File: src/rtl/seg_scan_ctrl_if.sv
`default_nettype none
// ============================================================================
// Module   : seg_scan_ctrl_if
// Brief    : Update handshake bundle (valid/ready plus packed channel values)
//            between a value producer and seg_scan_ctrl.
// Revision : 1.0 - initial release
// ============================================================================
interface seg_scan_ctrl_if #(
    parameter int NUM_CH = 4
);
    logic                  upd_valid;
    logic                  upd_ready;
    logic [4*NUM_CH-1:0]   upd_data;

    modport master (output upd_valid, output upd_data, input upd_ready);
    modport slave  (input upd_valid, input upd_data, output upd_ready);
endinterface
`default_nettype wire

File: src/rtl/seg_scan_ctrl.sv
`default_nettype none
// ============================================================================
// Module   : seg_scan_ctrl
// Brief    : Time-multiplexed sign/magnitude digit scanner sharing one segment
//            decoder across NUM_CH digits, with frame-synchronous value update.
// Revision : 1.0 - initial release
// ============================================================================
module seg_scan_ctrl #(
    parameter int NUM_CH    = 4,
    parameter int SCAN_DIV  = 50000,
    parameter int BLANK_CYC = 500
) (
    input  wire logic              clk,
    input  wire logic              rst_n,
    input  wire logic              disp_en,
    seg_scan_ctrl_if.slave         upd,
    output logic                   dec_signbit,
    output logic [3:0]             dec_mag,
    output logic                   minus_n,
    output logic [NUM_CH-1:0]      an_n,
    output logic                   frame_start
);

    localparam int c_CNT_MAX = (SCAN_DIV > BLANK_CYC) ? SCAN_DIV : BLANK_CYC;
    localparam int c_CNT_W   = $clog2(c_CNT_MAX + 1);
    localparam int c_IDX_W   = (NUM_CH > 1) ? $clog2(NUM_CH) : 1;

    localparam logic [c_CNT_W-1:0] c_BLANK_LAST = c_CNT_W'(BLANK_CYC - 1);
    localparam logic [c_CNT_W-1:0] c_SHOW_LAST  = c_CNT_W'(SCAN_DIV - 1);
    localparam logic [c_CNT_W-1:0] c_CNT_ONE    = c_CNT_W'(1);
    localparam logic [c_IDX_W-1:0] c_IDX_LAST   = c_IDX_W'(NUM_CH - 1);
    localparam logic [c_IDX_W-1:0] c_IDX_ONE    = c_IDX_W'(1);
    localparam logic [NUM_CH-1:0]  c_AN_ONE     = NUM_CH'(1);

    localparam logic [1:0] c_ST_IDLE  = 2'd0;
    localparam logic [1:0] c_ST_BLANK = 2'd1;
    localparam logic [1:0] c_ST_SHOW  = 2'd2;

    logic [1:0]            r_state,   w_state_nxt;
    logic [c_CNT_W-1:0]    r_cnt,     w_cnt_nxt;
    logic [c_IDX_W-1:0]    r_idx,     w_idx_nxt;
    logic [NUM_CH-1:0]     r_an_n,    w_an_nxt;
    logic                  r_minus_n, w_minus_nxt;
    logic                  r_signbit, w_sign_nxt;
    logic [3:0]            r_mag,     w_mag_nxt;
    logic                  r_fs,      w_fs_nxt;
    logic [4*NUM_CH-1:0]   r_active,  w_active_nxt;
    logic [4*NUM_CH-1:0]   r_shadow,  w_shadow_nxt;
    logic                  r_pending, w_pending_nxt;

    logic                  w_show_end;
    logic                  w_boundary;
    logic                  w_accept;
    logic                  w_apply;
    logic [c_IDX_W-1:0]    w_idx_inc;
    logic [c_IDX_W-1:0]    w_sel_idx;
    logic [3:0]            w_ch_val [NUM_CH];
    logic [3:0]            w_sel_val;
    logic                  w_sel_sign;
    logic [3:0]            w_sel_mag;

    assign w_show_end = (r_state == c_ST_SHOW) && (r_cnt == c_SHOW_LAST);
    assign w_boundary = disp_en && w_show_end && (r_idx == c_IDX_LAST);
    assign w_accept   = upd.upd_valid && !r_pending;
    assign w_apply    = r_pending && (w_boundary || (r_state == c_ST_IDLE));
    assign w_idx_inc  = (r_idx == c_IDX_LAST) ? '0 : r_idx + c_IDX_ONE;

    // Accept and apply are mutually exclusive: one needs pending clear, the other set.
    always_comb begin : p_data_next
        w_active_nxt  = r_active;
        w_shadow_nxt  = r_shadow;
        w_pending_nxt = r_pending;
        if (w_apply) begin
            w_active_nxt  = r_shadow;
            w_pending_nxt = 1'b0;
        end
        if (w_accept) begin
            w_shadow_nxt  = upd.upd_data;
            w_pending_nxt = 1'b1;
        end
    end

    // Decoder values come from the post-apply set so slot 0 of a new frame shows new data.
    for (genvar k = 0; k < NUM_CH; k++) begin : g_ch_val
        assign w_ch_val[k] = w_active_nxt[4*k +: 4];
    end

    assign w_sel_idx  = (r_state == c_ST_SHOW) ? w_idx_inc : '0;
    assign w_sel_val  = w_ch_val[w_sel_idx];
    assign w_sel_sign = w_sel_val[3];
    assign w_sel_mag  = w_sel_val[3] ? (~w_sel_val + 4'd1) : w_sel_val;

    always_comb begin : p_fsm_next
        w_state_nxt = r_state;
        w_cnt_nxt   = r_cnt;
        w_idx_nxt   = r_idx;
        w_an_nxt    = r_an_n;
        w_minus_nxt = r_minus_n;
        w_sign_nxt  = r_signbit;
        w_mag_nxt   = r_mag;
        w_fs_nxt    = 1'b0;
        case (r_state)
            c_ST_IDLE: begin
                w_an_nxt    = '1;
                w_minus_nxt = 1'b1;
                w_sign_nxt  = 1'b0;
                w_mag_nxt   = 4'd0;
                if (disp_en) begin
                    w_state_nxt = c_ST_BLANK;
                    w_cnt_nxt   = '0;
                    w_idx_nxt   = '0;
                    w_fs_nxt    = 1'b1;
                    w_sign_nxt  = w_sel_sign;
                    w_mag_nxt   = w_sel_mag;
                    w_minus_nxt = ~w_sel_sign;
                end
            end
            c_ST_BLANK: begin
                if (r_cnt == c_BLANK_LAST) begin
                    w_state_nxt = c_ST_SHOW;
                    w_cnt_nxt   = '0;
                    w_an_nxt    = ~(c_AN_ONE << r_idx);
                end else begin
                    w_cnt_nxt   = r_cnt + c_CNT_ONE;
                end
            end
            c_ST_SHOW: begin
                if (w_show_end) begin
                    w_state_nxt = c_ST_BLANK;
                    w_cnt_nxt   = '0;
                    w_an_nxt    = '1;
                    w_idx_nxt   = w_idx_inc;
                    w_fs_nxt    = (w_idx_inc == '0);
                    w_sign_nxt  = w_sel_sign;
                    w_mag_nxt   = w_sel_mag;
                    w_minus_nxt = ~w_sel_sign;
                end else begin
                    w_cnt_nxt   = r_cnt + c_CNT_ONE;
                end
            end
            default: begin
                w_state_nxt = c_ST_IDLE;
            end
        endcase
        if (!disp_en) begin
            w_state_nxt = c_ST_IDLE;
            w_cnt_nxt   = '0;
            w_idx_nxt   = '0;
            w_an_nxt    = '1;
            w_minus_nxt = 1'b1;
            w_sign_nxt  = 1'b0;
            w_mag_nxt   = 4'd0;
            w_fs_nxt    = 1'b0;
        end
    end

    always_ff @(posedge clk or negedge rst_n) begin : p_regs
        if (!rst_n) begin
            r_state   <= c_ST_IDLE;
            r_cnt     <= '0;
            r_idx     <= '0;
            r_an_n    <= '1;
            r_minus_n <= 1'b1;
            r_signbit <= 1'b0;
            r_mag     <= 4'd0;
            r_fs      <= 1'b0;
            r_active  <= '0;
            r_shadow  <= '0;
            r_pending <= 1'b0;
        end else begin
            r_state   <= w_state_nxt;
            r_cnt     <= w_cnt_nxt;
            r_idx     <= w_idx_nxt;
            r_an_n    <= w_an_nxt;
            r_minus_n <= w_minus_nxt;
            r_signbit <= w_sign_nxt;
            r_mag     <= w_mag_nxt;
            r_fs      <= w_fs_nxt;
            r_active  <= w_active_nxt;
            r_shadow  <= w_shadow_nxt;
            r_pending <= w_pending_nxt;
        end
    end

    assign upd.upd_ready = ~r_pending;
    assign dec_signbit   = r_signbit;
    assign dec_mag       = r_mag;
    assign minus_n       = r_minus_n;
    assign an_n          = r_an_n;
    assign frame_start   = r_fs;

endmodule
`default_nettype wire

File: src/flat_wrapper.sv
// flat-port wrapper written by rule: the top's interface ports become plain ports
module seg_scan_ctrl_flat 
#(
    parameter int NUM_CH    = 4,
    parameter int SCAN_DIV  = 50000,
    parameter int BLANK_CYC = 500
)
  (clk, rst_n, disp_en, dec_signbit, dec_mag, minus_n, an_n, frame_start, upd_upd_valid, upd_upd_data, upd_upd_ready);
  seg_scan_ctrl_if #(.NUM_CH(NUM_CH)) upd_i ();
  input  wire logic clk;
  input  wire logic rst_n;
  input  wire logic disp_en;
  output logic dec_signbit;
  output logic [3:0] dec_mag;
  output logic minus_n;
  output logic [NUM_CH-1:0] an_n;
  output logic frame_start;
  input wire logic [$bits(upd_i.upd_valid)-1:0] upd_upd_valid;
  input wire logic [$bits(upd_i.upd_data)-1:0] upd_upd_data;
  output wire logic [$bits(upd_i.upd_ready)-1:0] upd_upd_ready;
  assign upd_i.upd_valid = upd_upd_valid;
  assign upd_i.upd_data = upd_upd_data;
  assign upd_upd_ready = upd_i.upd_ready;
  seg_scan_ctrl #(.NUM_CH(NUM_CH), .SCAN_DIV(SCAN_DIV), .BLANK_CYC(BLANK_CYC)) u_core (.clk(clk), .rst_n(rst_n), .disp_en(disp_en), .upd(upd_i), .dec_signbit(dec_signbit), .dec_mag(dec_mag), .minus_n(minus_n), .an_n(an_n), .frame_start(frame_start));
endmodule
File: config.mk
export PLATFORM = sky130hd
export DESIGN_NAME = seg_scan_ctrl_flat
export DESIGN_NICKNAME = d
export VERILOG_FILES = /design/src/rtl/seg_scan_ctrl_if.sv /design/src/rtl/seg_scan_ctrl.sv /design/src/flat_wrapper.sv
export SDC_FILE = /design/constraint.sdc
export NUM_CORES = 1
export LEC_CHECK = 0
export BUFFER_PORTS_ARGS = -buffer_cell sky130_fd_sc_hd__buf_2
export CORE_ASPECT_RATIO = 2
export CORE_UTILIZATION = 60
export CTS_CLUSTER_SIZE = 30
export DETAILED_ROUTE_END_ITERATION = 8
export GPL_TIMING_DRIVEN = 0
export PLACE_DENSITY = 0.81
export SLEW_MARGIN = 10
export SYNTH_ARGS = -nofsm -noshare
export SYNTH_HDL_FRONTEND = slang
export SYNTH_SLANG_ARGS = --single-unit
File: constraint.sdc
create_clock -name clk -period 7.64 [get_ports clk]
set_input_delay 0.764 -clock clk [delete_from_list [all_inputs] [get_ports clk]]
set_output_delay 0.764 -clock clk [all_outputs]
set_load 0.05 [all_outputs]
Word level (Yosys, flattened, before mapping)
Index checks and enable logic that the tools add are counted.
Widths: inputs -> output; s select.
- flip-flop bits (word level): 64
- bits in latches: 0
- memory bits (writable): 0
- ROM bits: 0
- input port bits: 20
- output and inout bits: 12
- logic and storage cells: 79
- memories kept: 0
- $add $sub $neg: 3
- multiply operators: 0
- div/mod/pow operators: 0
- $lt $le $gt $ge: 1
- equality and inequality tests: 9
- shift-type cells: 1
- muxes and demuxes: 36
- bitwise gates (word level): 5
- reductions and logical operators: 13
- operator list (cell ; number):
    $mux 16 ; 4
    $pmux 16 s3 ; 1
    $mux 4 ; 8
    $add 16x1->16 const B ; 1
    $eq 16x16->1 const B ; 1
    $eq 16x9->1 const B ; 1
    $mux 2 ; 7
    $pmux 4 s3 ; 1
    $bmux 4 s2 ; 1
    $mux 1 ; 8
    $not 4->4 ; 2
    $pmux 4 s2 ; 1
    $ne 3x2->1 const B ; 2
    $pmux 1 s2 ; 3
    $pmux 2 s3 ; 1
    $logic_and 1x1->1 ; 5
    $add 4x1->4 const B ; 1
    $eq 2x2->1 const B ; 2
    $logic_not 2->1 ; 2
    $ne 4x1->1 const B ; 1
    $pmux 2 s2 ; 1
    $reduce_and 2->1 ; 2
    $shl 1x2->4 const A ; 1
    $ge 3x3->1 const B ; 1
    9 further kinds ; 10

Depth between registers and ports, before layout
- depth after elaboration: 16
- mapped depth: 12
- mapped depth without buffers: 10

Worst setup path after synthesis
No wires, ideal clock.
- path kind: flip-flop to flip-flop
- from: register u_core.r_idx[0]
- to: register u_core.r_mag[2], in the netlist u_core.dec_mag[2]
- library setup time: 0.141 ns
- arrival: 2.400 ns
- data required time: 7.499 ns
- setup slack: 5.099 ns
- cell stages (with the launch flop): 13
- buffers on the path: 2
- path through: dfrtp_1 > clkbuf_1 > inv_1 > ha_1 > buf_1 > nand2_1 > a21oi_1 > a221oi_1 > mux2_2 > ha_1 > inv_1 > a21o_1 > a31oi_1
- word-level cells in the longest chain between the ends: 14
- elaborated cells between the ends (all ways): 18
- ends and longest elaborated chain (element ; line ; text):
    start, declared ; seg_scan_ctrl.sv:41 ; logic [c_IDX_W-1:0] r_idx, w_idx_nxt;
    start signal, assigned ; seg_scan_ctrl.sv:173 ; r_idx <= w_idx_nxt;
    branches (longest 5 deep; another with $add 2x1->2) ; n/a ;
    $bmux 4 s2 (*) ; seg_scan_ctrl.sv:89 ; assign w_sel_val = w_ch_val[w_sel_idx];
    $mux 4 (not written as such) (*) (2 in series) ; seg_scan_ctrl.sv:89 ;
    $not 4->4 ; seg_scan_ctrl.sv:91 ; assign w_sel_mag = w_sel_val[3] ? (~w_sel_val + 4'd1) : w_sel_val;
    $add 4x1->4 ; seg_scan_ctrl.sv:91 ;
    $mux 4 (*) ; seg_scan_ctrl.sv:91 ;
    $mux 4 ; seg_scan_ctrl.sv:128 ; if (w_show_end) begin
    $pmux 4 s2 (*) ; seg_scan_ctrl.sv:102 ; case (r_state)
    $mux 4 (*) ; seg_scan_ctrl.sv:145 ; if (!disp_en) begin
    end signal, assigned ; seg_scan_ctrl.sv:177 ; r_mag <= w_mag_nxt;
    end, declared ; seg_scan_ctrl.sv:45 ; logic [3:0] r_mag, w_mag_nxt;
Every way passes the cells marked *. The select of a mux whose other input is x is not followed.
A chain may end at the register's enable or synchronous reset.

Worst setup path in the final report
Ends and elaborated chain as after synthesis.

==> out/qor.csv <==
stage;metric;value;unit
placed_design;port bufs;31;
pwr;Static Leak;1.67;nW
yosys;register bit total from synthesis;64;
global_route;total track usage;28.1;%
cts;CTS tree;built;
global_route;M1 GR Usage;28.5;%
cts;clock transition at the registers of the reported paths;60;ps
yosys;most frequent cells after synthesis;dfrtp_1 (59), mux2_2 (35), nand2_1 (23);
worst_setup_path;slowest stage delay, CP;570;ps
drt;DRT Wirelength;7.55;mm
worst_setup_path;WP data required;7850;ps
floorplanning;chip width;55.2;um
timing;Fin Clk Skew;4.03;ps
worst_setup_path;Critical Path Source Type;flop;
job;Max-Cap Viols;0;
yosys;cell with the most instances after synthesis;dfrtp_1;
global_route;initial antenna violation count;0;
timing;final period utilization;43.0;%
cts;Max Buffers Root-to-Sink;2;
placed_design;DP HPWL;5.41;mm
global_route;number of global-route vias before repair;2819;
floorplanning;Die Height;108;um
finish;Area Overhead vs Synth;12.0;%
floorplanning;site row count;38;
global_route;pin count of the biggest net entering global routing;65;
timing;final hold violations;0;
floorplanning;die area;0.00598;mm2
finish;final-layout fill cell count;452;
outcome;status;completed;
yosys;Post-Syn Area;0.00340;mm2
cts;Post-CTS Hold Buffers;0;
worst_setup_path;worst-path cell chain;clkbuf_1 -> inv_1 -> ha_1 -> buf_1 -> nand2_1 -> a21oi_1 -> a221oi_1 -> mux2_2 -> ha_1 -> inv_1 -> a21o_1 -> a31oi_1;
drt;wire per inst;17.9;um
yosys;Mean Syn Cell Area;10.8;um2
finish;share of post-route cells with drive strength above 1;28.0;%
pwr;Pwr Density;372;mW/mm2
timing;endpoints failing setup;0;
global_route;GRT Max-Usage Layer;met2;
worst_setup_path;Worst setup EP type;flop;
yosys;Ys Warns;0;
cts;clock sink count;64;
cts;Setup Buffers After CTS;0;
timing;Fin Setup TNS;0;ps
placed_design;Placed Cells incl. Taps;405;
yosys;synth top area cells;dfrtp_1 (43%), mux2_2 (12%), dfstp_2 (3.9%);
cts;Clock Latency Late Sink;360;ps
drt;DRT iter0 DRCs;194;
cts;Root Driver;clkbuf_8;
timing;worst slew pin tran;1010;ps
timing;RSZ-0062 raised after global routing;false;
yosys;post-synth net total;344;
worst_setup_path;worst reg-to-reg setup slack;4350;ps
placed_design;GP Congestion;0.929;
yosys;sequential fraction of the synthesis area;47.3;%
global_route;met2 Use GR;50.3;%
yosys;post-synth top area share;43.5;%
yosys;cell count after synthesis;314;
finish;Layout Cells excl Fill;421;
cts;Num CTS Buffers;9;
yosys;ys async rst share;100;%
timing;Max Fclk;0.304;GHz
drt;remaining antenna violation count after routing;0;
yosys;Yosys top cell by area;dfrtp_1;
worst_setup_path;crit-path max FO;12;
timing;Slew HR;32.2;%
min_path;Worst Hold Class;input port to async pin;
cts;CTS resizes;0;
global_route;gr ovfl total;0;
cts;H-tree depth;3;
drt;DRT Pass-1 Iters;4;
global_route;met3 Use GR;5.14;%
finish;final layout net count;386;
yosys;Post-synth top flop;dfrtp_1;
global_route;first-pass GRT wire length;12.7;mm
worst_setup_path;Max stage delay cell, worst path;dfrtp_1;
floorplanning;Core Region;0.00542;mm2
drt;DR vias/cell;6.33;
timing;Slew Limit Fails;0;
drt;residual DRC count;0;
yosys;number of synthesized flops with an enable pin;0;
finish;number of diodes;0;
pwr;maximum VDD drop;0.305;mV
worst_setup_path;Worst Path Arrival;3500;ps
floorplanning;Initial Utilization;62.7;%
floorplanning;# IOs;32;
yosys;Yosys cell types;54;
drt;via count;2667;
worst_setup_path;CP Class;flop to flop;
timing;fin crit period;3290;ps
-- critical path, delay by kind of cell (launching register included) --
| family | cells | cell delay, ps |
|---|---|---|
| AOI/OAI and AO/OA | 4 | 520 |
| adders and majority gates | 2 | 480 |
| buffers and inverters | 4 | 930 |
| DFF | 1 | 570 |
| muxes | 1 | 340 |
| and+or+nand+nor | 1 | 310 |
-- registers in the layout, indices dropped and copies added (netlist names), 2 cells and up --
register and flops:
u_core.an_n 4, u_core.dec_mag 4, u_core.r_active 16, u_core.r_cnt 16, u_core.r_idx 2, u_core.r_shadow 16, u_core.r_state 2
-- stage by stage --
step           cell area, um2  hold WS [ps]  worst slack [ps]  utilization (%)  power (mW)
6_report                 3810           495              4350             70.2        1.41
2_1_floorplan            3400           465              5100                -       0.999
4_1_cts                  3810           507              4420             70.2        1.42
3_5_place_dp             3630           492              4460             67.0        1.15
5_1_grt                  3810           522              4150             70.2        1.50
3_3_place_gp             3630           481              4500             66.9        1.13
-- per-layer routing --
metal / vias up / wire, um
li1: 1235 / -
met2: 75 / 4270
met3: 25 / 290
met5: - / 0
met1: 1332 / 2680
met4: 0 / 303
-- cells in the final DEF (no fill, tap or decap), drive strengths merged, types with 2 or more instances in the layout --
cell     Yosys  layout
a211oi       2       2
a21o         8       8
a21oi       12      12
a221oi       3       3
a22o         4       4
a31oi       12      12
and2         4       4
and3         8       8
buf          6      37
clkbuf      11      24
clkinv       1       3
dfrtp       59      59
dfstp        5       5
ha          10      10
inv         13      13
mux2        35      35
mux2i       10      10
nand2       24      24
nand2b       3       3
nand3       11      11
nand4        4       4
nand4bb      3       3
nor2        12      12
nor2b        2       2
nor3         4       4
nor4         2       2
o21a         2       2
o21ai       17      17
o221ai       6       6
or2b         2       2
or3b         2       2
or4          2       2
xor2         4       4
-- power breakdown --
group	internal, mW	switching (mW)
logic	0.264	0.359
registers	0.455	0.0745
clock network	0.134	0.128
-- cell families after synthesis --
kind of cell | count (synthesis) | share of synthesized area (%)
AND/OR/NAND/NOR | 88 | 14.8
AO/OA/AOI/OAI | 71 | 14.3
flip-flops | 64 | 47.3
multiplexers | 45 | 14.5
buffers and inverters | 31 | 4.05
adder cells (fa/ha/maj) | 10 | 3.68
XOR/XNOR | 5 | 1.29
-- final timing paths --
path                                      endpoint                from  depth (start not counted)
min in group clk                u_core.r_active[9]  u_core.r_active[9]                          1
worst max register to register   u_core.dec_mag[2]     u_core.r_idx[0]                         12
worst min register to register  u_core.r_active[9]  u_core.r_active[9]                          1
worst max-delay path             u_core.dec_mag[2]     u_core.r_idx[0]                         12
worst min-delay path               u_core.r_cnt[2]               rst_n                          1
max in group asynchronous        u_core.dec_mag[0]               rst_n                          1
-- cell type report --
type                            count  area [um2]  share of cell area [%]
Multi-Input combinational cell    219        1650                    43.4
Buffer                             17        85.1                    2.24
Inverter                           14        52.6                    1.38
Clock buffer                       13         159                    4.17
Clock inverter                      3        17.5                   0.460
Sequential cell                    64        1610                    42.2
Tap cell                           60        75.1                    1.97
Timing Repair Buffer               31         158                    4.14
(Power assumes the default switching activity.)
